File: config.mk
export PLATFORM = sky130hd
export DESIGN_NAME = score_renderer
export DESIGN_NICKNAME = d
export VERILOG_FILES = /design/src/rtl/score_pkg.sv /design/src/rtl/bin_to_bcd_iter.sv /design/src/rtl/score_renderer.sv
export SDC_FILE = /design/constraint.sdc
export NUM_CORES = 1
export LEC_CHECK = 0
export CAP_MARGIN = 20
export CORE_MARGIN = 2
export CORE_UTILIZATION = 28
export DETAILED_ROUTE_END_ITERATION = 16
export PLACE_DENSITY = 0.45
export SLEW_MARGIN = 20
export SYNTH_ARGS = -nofsm -noshare
export SYNTH_HDL_FRONTEND = slang
export SYNTH_HIERARCHICAL = 1
export SYNTH_SLANG_ARGS = --single-unit
File: constraint.sdc
create_clock -name clock -period 2.95 [get_ports clock]
set_input_delay 0.295 -clock clock [delete_from_list [all_inputs] [get_ports clock]]
set_output_delay 0.295 -clock clock [all_outputs]
set_load 0.02 [all_outputs]
File: src/rtl/score_pkg.sv
// score_pkg: glyph geometry, 3x5 digit glyph ROM (bit row*3+col, row 0 top, col 0 left) and renderer FSM states
package score_pkg;
    localparam int GLYPH_W = 3;
    localparam int GLYPH_H = 5;
    typedef enum logic [1:0] {IDLE, CONVERT, DRAW, DONE} state_t;
    function automatic logic [14:0] rom_bits(input logic [14:0] v);
        for (int i = 0; i < 15; i++) rom_bits[i] = v[14-i];
    endfunction
    localparam logic [14:0] GLYPH_ROM [10] = '{
        rom_bits(15'b111_101_101_101_111),
        rom_bits(15'b010_110_010_010_111),
        rom_bits(15'b111_001_111_100_111),
        rom_bits(15'b111_001_111_001_111),
        rom_bits(15'b101_101_111_001_001),
        rom_bits(15'b111_100_111_001_111),
        rom_bits(15'b111_100_111_101_111),
        rom_bits(15'b111_001_001_001_001),
        rom_bits(15'b111_101_111_101_111),
        rom_bits(15'b111_101_111_001_111)
    };
endpackage

File: src/rtl/bin_to_bcd_iter.sv
// bin_to_bcd_iter: iterative double-dabble, start loads bin, done after SCORE_W shift-add-3 cycles, bcd digit i in [4i+3:4i]
module bin_to_bcd_iter #(
    parameter int SCORE_W = 7,
    parameter int DIGITS = 2
) (
    input  logic                  clock,
    input  logic                  reset,
    input  logic                  start,
    input  logic [SCORE_W-1:0]    bin,
    output logic [4*DIGITS-1:0]   bcd,
    output logic                  done
);
    localparam int CW = $clog2(SCORE_W + 1);
    logic [SCORE_W-1:0] sr;
    logic [CW-1:0] cnt;
    logic [4*DIGITS-1:0] adj;
    always_comb begin
        adj = bcd;
        for (int i = 0; i < DIGITS; i++)
            adj[4*i +: 4] = bcd[4*i +: 4] >= 4'd5 ? bcd[4*i +: 4] + 4'd3 : bcd[4*i +: 4];
    end
    always_ff @(posedge clock) begin
        if (reset) begin
            bcd <= '0;
            sr <= '0;
            cnt <= '0;
        end else if (start) begin
            bcd <= '0;
            sr <= bin;
            cnt <= CW'(SCORE_W);
        end else if (cnt != '0) begin
            {bcd, sr} <= {adj, sr} << 1;
            cnt <= cnt - 1'b1;
        end
    end
    assign done = cnt == '0;
endmodule

File: src/rtl/score_renderer.sv
// score_renderer: latches a saturated score, converts it to BCD and plots it as scaled 3x5 glyphs on x/y/color/plot under the draw/finish_drawing handshake
module score_renderer
    import score_pkg::*;
#(
    parameter int         SCORE_W = 7,
    parameter int         DIGITS = 2,
    parameter int         SCALE = 1,
    parameter logic [7:0] X0 = 8'd4,
    parameter logic [6:0] Y0 = 7'd2,
    parameter logic [2:0] FG_COLOR = 3'b111,
    parameter logic [2:0] BG_COLOR = 3'b000,
    parameter bit         BLANK_LEADING = 1'b0
) (
    input  logic               clock,
    input  logic               reset,
    input  logic               draw,
    input  logic [SCORE_W-1:0] score,
    output logic [7:0]         x,
    output logic [6:0]         y,
    output logic [2:0]         color,
    output logic               plot,
    output logic               finish_drawing
);
    localparam int SLOT_W = (GLYPH_W + 1) * SCALE;
    localparam int W = DIGITS * SLOT_W;
    localparam int H = GLYPH_H * SCALE;
    localparam int MAX = 10 ** DIGITS - 1;
    if (X0 + W - 1 > 159 || Y0 + H - 1 > 119 || DIGITS < 1 || DIGITS > 4 || SCALE < 1 || SCALE > 4) begin : g_bad_params
        $error("score_renderer: parameters out of range");
    end
    state_t state;
    logic [7:0] col;
    logic [6:0] row;
    logic [SCORE_W-1:0] sat;
    logic [4*DIGITS-1:0] bcd;
    logic done;
    int slot, dig, gc, gr;
    logic [3:0] val;
    logic blank;
    logic [2:0] pix;
    assign sat = int'(score) > MAX ? SCORE_W'(MAX) : score;
    bin_to_bcd_iter #(.SCORE_W(SCORE_W), .DIGITS(DIGITS)) u_bcd (
        .clock(clock),
        .reset(reset),
        .start(state == IDLE && draw),
        .bin(sat),
        .bcd(bcd),
        .done(done)
    );
    // slot 0 is the leftmost (most significant) digit; a digit is blanked when it and all above it are zero
    always_comb begin
        slot = int'(col) / SLOT_W;
        dig = DIGITS - 1 - slot;
        gc = (int'(col) % SLOT_W) / SCALE;
        gr = int'(row) / SCALE;
        val = bcd[4*dig +: 4];
        blank = BLANK_LEADING && dig != 0 && (bcd >> (4*dig)) == '0;
        pix = (gc == GLYPH_W || blank || !GLYPH_ROM[val][gr*GLYPH_W+gc]) ? BG_COLOR : FG_COLOR;
    end
    // col/row point at the next pixel to emit; row reaching H marks the frame as complete
    always_ff @(posedge clock) begin
        if (reset) begin
            state <= IDLE;
            x <= '0;
            y <= '0;
            color <= '0;
            plot <= 1'b0;
            finish_drawing <= 1'b0;
            col <= '0;
            row <= '0;
        end else if (!draw) begin
            state <= IDLE;
            plot <= 1'b0;
            finish_drawing <= 1'b0;
            col <= '0;
            row <= '0;
        end else begin
            case (state)
                IDLE: state <= CONVERT;
                DONE: state <= DONE;
                default:
                    if (row == 7'(H)) begin
                        state <= DONE;
                        plot <= 1'b0;
                        finish_drawing <= 1'b1;
                    end else if (state == DRAW || done) begin
                        state <= DRAW;
                        plot <= 1'b1;
                        x <= X0 + col;
                        y <= Y0 + row;
                        color <= pix;
                        col <= col == 8'(W - 1) ? '0 : col + 8'd1;
                        row <= col == 8'(W - 1) ? row + 7'd1 : row;
                    end
            endcase
        end
    end
endmodule

==> impl_metrics.py, run 1 <==
metrics = {
    "yosys": {
        "ys_ff_latch": 53,
        "synth_fa_ha_area_share_pct": 10.32,
        "avgSynthCellArea_sq_um": 8.629,
        "synth.mux.area_fraction_pct": 2.955,
        "synthArstFlopShare_pct": 0,
        "ys_types": 55,
        "synth_compound_area_share_pct": 16.78,
        "synth_warnings": 6,
        "synth_fp_nets": 403,
        "synth-xor-area-share_pct": 6.619,
        "synth_top_family_by_area": "simple AND/OR/NAND/NOR gates",
        "yosys_most_used_dff": "dfxtp_1",
        "synth_edf_count": 0,
        "netlist_instances": 368,
        "yosysSeqAreaShare_pct": 33.41,
        "synth-simple-area-share_pct": 22.85,
        "netlist_area_sq_um": 3176,
    },
    "power": {
        "p_per_area_nw_per_um2": 477.5,
        "power.leakage_nw": 1.274,
        "ir_worst_vdd_mv": 0.2388,
    },
    "layout": {
        "area_delta_synth_final_pct": 16.15,
        "final_common_cell": "dfxtp_1",
        "drive_gt1_share_pct": 8.673,
        "nets": 426,
        "multi_input_area_sq_um": 1891,
        "seq_area_sq_um": 1061,
        "final_cell_mix": "dfxtp_1, nor2_1, nand2_1",
        "fillCellCount": 1154,
        "diodes": 0,
    },
    "timing": {
        "hold_viol_final": 0,
        "setup_total_negative_slack_ns": 0,
        "slew_viol_final": 0,
        "slew_headroom_pct": 57.18,
        "rsz0062_at_grt": "no",
        "period_needed_ns": 2.677,
        "hold_ws_ns": 0.4600,
        "fin_skew_ns": 0.008430,
        "setup_viol": 0,
        "fmax_ghz": 0.3735,
        "tightest_slew_ns": 0.6423,
        "min_period_over_period_pct": 90.75,
    },
    "floorplanning": {
        "die_h_um": 110.5,
        "ios": 30,
        "die_w_um": 110.5,
        "die-area_sq_um": 12210,
        "core_sq_um": 10940,
        "initial_core_util_pct": 29.04,
        "rows": 38,
    },
    "cts": {
        "postCtsSetupBuffers": 0,
        "numCtsBuffers": 5,
        "post_cts_resized": 0,
        "cts_tree": "built",
        "cts_sinks": 53,
        "cts_htree_levels": 2,
        "clockBufferDepth": 2,
        "cts.clk_slew.worst_paths_ns": 0.08,
        "postCtsHoldBufs": 0,
        "root_buffer": "clkbuf_16",
        "clk_latency_ns": 0.30,
    },
    "critical_path": {
        "crit_buf_inv": 1,
        "cp-start-kind": "flip-flop",
        "worst_setup_path_end_kind": "flip-flop",
        "slowest_stage": "fa_1",
        "worstPathArrival_ns": 2.85,
        "cp_slowest_stage_delay_ns": 0.54,
        "critPathMostFrequentCell": "fa_1",
        "cp.required_ns": 3.13,
        "crit_chain": "fa_1 -> ha_1 -> inv_1 -> fa_1 -> xor2_1 -> xnor2_1 -> nor4_1 -> nor4b_2 -> a21oi_1 -> a211oi_2",
        "worstSetupPathType": "reg2reg",
        "critPathMaxFanout": 8,
        "crit_family": "adder cells",
    },
    "global_routing": {
        "grt_max_degree": 26,
        "grt_pass1_wl_mm": 12.50,
        "antenna_found_initial": 0,
        "grt_pass1_vias": 2566,
        "overflow": 0,
        "grt_usage_pct": 12.22,
    },
    "placed_design": {
        "io_buffers": 29,
        "place.gp.congestion": 0.7953,
        "post-dp-hpwl_mm": 5.117,
    },
    "route": {
        "wirelength_mm": 6.997,
        "viasPerCell": 4.784,
        "vias": 2545,
        "wl_per_cell_um": 13.15,
        "ant_nets": 0,
        "drt_iter0_markers": 109,
        "dr.pass1.iters": 4,
        "drc": 0,
    },
    "worst_hold_path": {
        "hp-class": "reg2reg",
    },
    "run": {
        "drv_cap": 0,
    },
    "outcome": {
        "status": "finished, final reports clean",
    },
}
worst paths after layout:
| kind | cells after the start | from | slack (ns) | to |
|---|---|---|---|---|
| hold reg to reg | 2 | y[0] | 0.46 | y[0] |
| hold / removal | 2 | y[0] | 0.46 | y[0] |
| setup reg to reg | 10 | row[0] | 0.27 | color[1] |
| setup / recovery | 10 | row[0] | 0.27 | color[1] |
worst reg2reg max path: cells and delay by family, from the launching register on:
family	cells	cell delay, ns
DFF	1	0.41
adders and majority gates	3	1.04
and+or+nand+nor	2	0.47
xor gates and xnor gates	2	0.33
buffers and inverters	1	0.04
AOI/OAI and AO/OA	2	0.26
Yosys cell counts, drive strengths merged (4+ instances only):
library cell | n | share of area (%)
a21oi | 21 | 3.4
a211oi | 15 | 3.7
inv | 22 | 2.8
xor2 | 11 | 3.0
nor3 | 8 | 1.4
nand3 | 13 | 2.2
xnor2 | 13 | 3.6
ha | 23 | 9.1
nor2 | 53 | 6.3
and3 | 4 | 0.79
nand2 | 39 | 4.9
nor4 | 5 | 0.99
dfxtp | 53 | 33
clkbuf | 6 | 0.71
a311oi | 8 | 3.0
o21ai | 10 | 1.6
buf | 12 | 3.6
and2 | 5 | 0.99
nand2b | 11 | 2.4
mux2i | 7 | 2.6
routing by layer:
metal	GRT usage, %	routed length, um	up-vias
met5	0	0	-
met3	1.921	203	6
met4	4.917	129	0
met2	19.67	3163	41
li1	-	-	1328
met1	16.35	3500	1170
cells by family (layout without fill, tap and decap cells):
logic type | after synthesis | in the layout
AO/OA/AOI/OAI | 69 | 69
XOR/XNOR | 24 | 24
adder cells (fa/ha/maj) | 25 | 25
buffers and inverters | 40 | 64
flip-flops | 53 | 53
multiplexers | 8 | 8
AND/OR/NAND/NOR | 149 | 149
report_power, final:
part | internal, mW | switching [mW]
clock | 0.317 | 0.287
sequential | 0.760 | 0.0300
combinational | 0.148 | 0.219
total | 1.23 | 0.536
final cells by class:
cell class | instances | share of cell area, %
Timing Repair Buffer | 34 | 8.887
Inverter | 22 | 2.374
Multi-Input combinational cell | 275 | 51.25
Sequential cell | 53 | 28.77
Tap cell | 140 | 4.749
Clock inverter | 3 | 0.5767
Clock buffer | 5 | 3.392
registers in the layout, summed over array words and instances (netlist names):
name            count
u_bcd/cnt           3
row                 7
u_bcd/sr            7
col                 8
x                   8
u_bcd/bcd           8
finish_drawing      1
plot                1
state               2
color               1
y                   7
through the flow:
step | instances | util (%) | area [sq um] | setup WS, ns | total power, mW
2_1_floorplan | 368 | - | 3176 | 0.4797 | 1.112
5_1_grt | 532 | 33.73 | 3689 | 0.1433 | 1.876
3_3_place_gp | 524 | 32.39 | 3542 | 0.3734 | 1.178
6_report | 532 | 33.73 | 3689 | 0.2728 | 1.761
3_5_place_dp | 524 | 32.39 | 3542 | 0.2806 | 1.180
4_1_cts | 532 | 33.73 | 3689 | 0.2563 | 1.796
Note: power is estimated with default switching activity, not from simulation.
==> run 2, diff against run 1 <==
- SYNTH_HIERARCHICAL: 1 -> unset
==> run 2 against run 1 <==
Synthesized area fell by 1.1%. Via count rose by 2.0%. Worst hold slack improved by 0.0052 ns. Design area fell by 1.6%. Combinational power fell by 22%. Core utilization fell by 0.40 points. Largest cell class unchanged.
==> impl_metrics.py, run 2 <==
metrics = {
    "outcome": {
        "status": "finished, final reports clean",
    },
    "timing": {
        "tightest_slew_ns": 0.6546,
        "slew_headroom_pct": 56.36,
        "min_period_over_period_pct": 83.97,
        "setup_viol": 0,
        "rsz0062_at_grt": "no",
        "fmax_ghz": 0.4037,
        "setup_total_negative_slack_ns": 0,
        "hold_viol_final": 0,
        "fin_skew_ns": 0.005007,
        "period_needed_ns": 2.477,
        "slew_viol_final": 0,
    },
    "layout": {
        "area_delta_synth_final_pct": 15.49,
        "reg.largest.list": "col x8, u_bcd.bcd x8, x x8",
        "final_common_cell": "dfxtp_1",
        "final_cell_mix": "dfxtp_1, nor2_1, nand2_1",
        "nets": 429,
        "diodes": 0,
        "drive_gt1_share_pct": 7.576,
        "fillCellCount": 1143,
        "fin_area_sq_um": 3628,
    },
    "route": {
        "wl_per_cell_um": 13.45,
        "wirelength_mm": 7.209,
        "viasPerCell": 4.841,
        "drc": 0,
        "dr.pass1.iters": 5,
        "drt_iter0_markers": 98,
        "ant_nets": 0,
        "vias": 2595,
    },
    "critical_path": {
        "worstPathArrival_ns": 2.67,
        "worst_setup_path_end_kind": "flip-flop",
        "cp-start-kind": "flip-flop",
        "critPathMaxFanout": 8,
        "worstSetupPathType": "reg2reg",
        "cp.required_ns": 3.14,
    },
    "floorplanning": {
        "initial_core_util_pct": 28.86,
        "die_h_um": 109.9,
        "core_sq_um": 10890,
        "rows": 38,
        "ios": 30,
        "die_w_um": 109.9,
        "die-area_sq_um": 12080,
    },
    "yosys": {
        "synthTopCellsByCount": "dfxtp_1, nor2_1, nand2_1",
        "netlist_area_sq_um": 3142,
        "synth_top_area_share_pct": 33.77,
        "synth_most_common_cell": "dfxtp_1",
        "netlist_instances": 375,
        "ys_ff_latch": 53,
        "synth_largest_area_cell": "dfxtp_1",
        "synthArstFlopShare_pct": 0,
        "synth_warnings": 0,
        "yosysSeqAreaShare_pct": 33.77,
        "yosys_most_used_dff": "dfxtp_1",
        "ys_types": 55,
        "synth_fp_nets": 409,
        "avgSynthCellArea_sq_um": 8.378,
        "synth_area_leaders": "dfxtp_1, ha_1, nor2_1",
        "synth_edf_count": 0,
    },
    "cts": {
        "clockBufferDepth": 2,
        "post_cts_resized": 0,
        "clk_latency_ns": 0.31,
        "postCtsHoldBufs": 0,
        "cts_htree_levels": 2,
        "numCtsBuffers": 5,
        "cts_tree": "built",
        "root_buffer": "clkbuf_8",
        "postCtsSetupBuffers": 0,
        "cts.clk_slew.worst_paths_ns": 0.09,
        "cts_sinks": 53,
    },
    "power": {
        "power.total_mw": 1.510,
        "p_per_area_nw_per_um2": 416.1,
        "power.leakage_nw": 1.253,
        "ir_worst_vdd_mv": 0.2131,
    },
    "placed_design": {
        "post-dp-hpwl_mm": 5.301,
        "io_buffers": 29,
        "place_area_sq_um": 3527,
        "place.gp.congestion": 0.8798,
    },
    "global_routing": {
        "grt_usage_pct": 12.97,
        "grt_pass1_vias": 2549,
        "antenna_found_initial": 0,
        "grt_max_degree": 28,
        "overflow": 0,
        "grt_pass1_wl_mm": 12.30,
    },
    "worst_hold_path": {
        "hp-class": "reg2reg",
    },
    "run": {
        "drv_cap": 0,
    },
}
==> run 2: cell count changes in the layout (fill, tap and decap cells not counted), sizes merged, moves of 4 or more <==
| cell | delta |
|---|---|
| a21oi | +9 |
| nor2 | -6 |
| xnor2 | +6 |
| a311oi | -5 |
| and2 | -4 |
| nand4 | +4 |
==> run 2: critical path: stages (launching register included) <==
cell and delay, ns:
dfxtp_1 0.52, fa_1 0.48, ha_1 0.42, inv_1 0.15, or4_1 0.43, nand4_1 0.13
a311o_1 0.18, a32oi_1 0.05
==> run 2: where the power goes <==
group          internal [mW]  switching, mW
Clock                  0.213          0.243
Sequential             0.748         0.0206
Combinational          0.114          0.171
Total                   1.08          0.435
==> run 2: final timing paths <==
| path | start | endpoint | slack (ns) | cells after the start |
|---|---|---|---|---|
| setup / recovery | row[0] | color[1] | 0.47 | 7 |
| hold / removal | u_bcd.sr[6] | u_bcd.bcd[0] | 0.47 | 2 |
| setup reg to reg | row[0] | color[1] | 0.47 | 7 |
| hold reg to reg | u_bcd.sr[6] | u_bcd.bcd[0] | 0.47 | 2 |
==> run 2: kinds of logic after synthesis <==
family	count (synthesis)	share of synthesized area, %
fa+ha+maj	24	10.04
xor+xnor	27	7.527
simple gates	145	23.38
compound gates	70	15.37
flops	53	33.77
buf+inv	47	6.850
mux	9	3.066
==> run 2: metrics by stage <==
stage | setup WS, ns | util [%] | cells | hold slack (ns)
4_1_cts | 0.4579 | 33.33 | 536 | 0.4718
5_1_grt | 0.2940 | 33.33 | 536 | 0.5012
2_1_floorplan | 0.6086 | - | 375 | 0.4345
6_report | 0.4728 | 33.33 | 536 | 0.4652
3_5_place_dp | 0.4906 | 32.39 | 528 | 0.4555
3_3_place_gp | 0.5642 | 32.39 | 528 | 0.4529
==> run 2: area by class of cell <==
cell class / instances / area, sq um / area share [%]
multi-input cells: 275 / 1866 / 51.41
flip-flops and latches: 53 / 1061 / 29.24
well taps: 140 / 175.2 / 4.828
clock inverters: 1 / 5.005 / 0.1379
inverters: 26 / 97.59 / 2.690
repair buffers: 34 / 327.8 / 9.034
clock buffers: 7 / 96.34 / 2.655
==> run 2: per-layer routing <==
layer	GRT usage, %	vias up	part of all wire, %
met4	4.702	0	1.8
met5	0	-	0
met1	17.01	1221	48
met3	2.312	12	2.6
li1	-	1318	-
met2	21.21	44	47
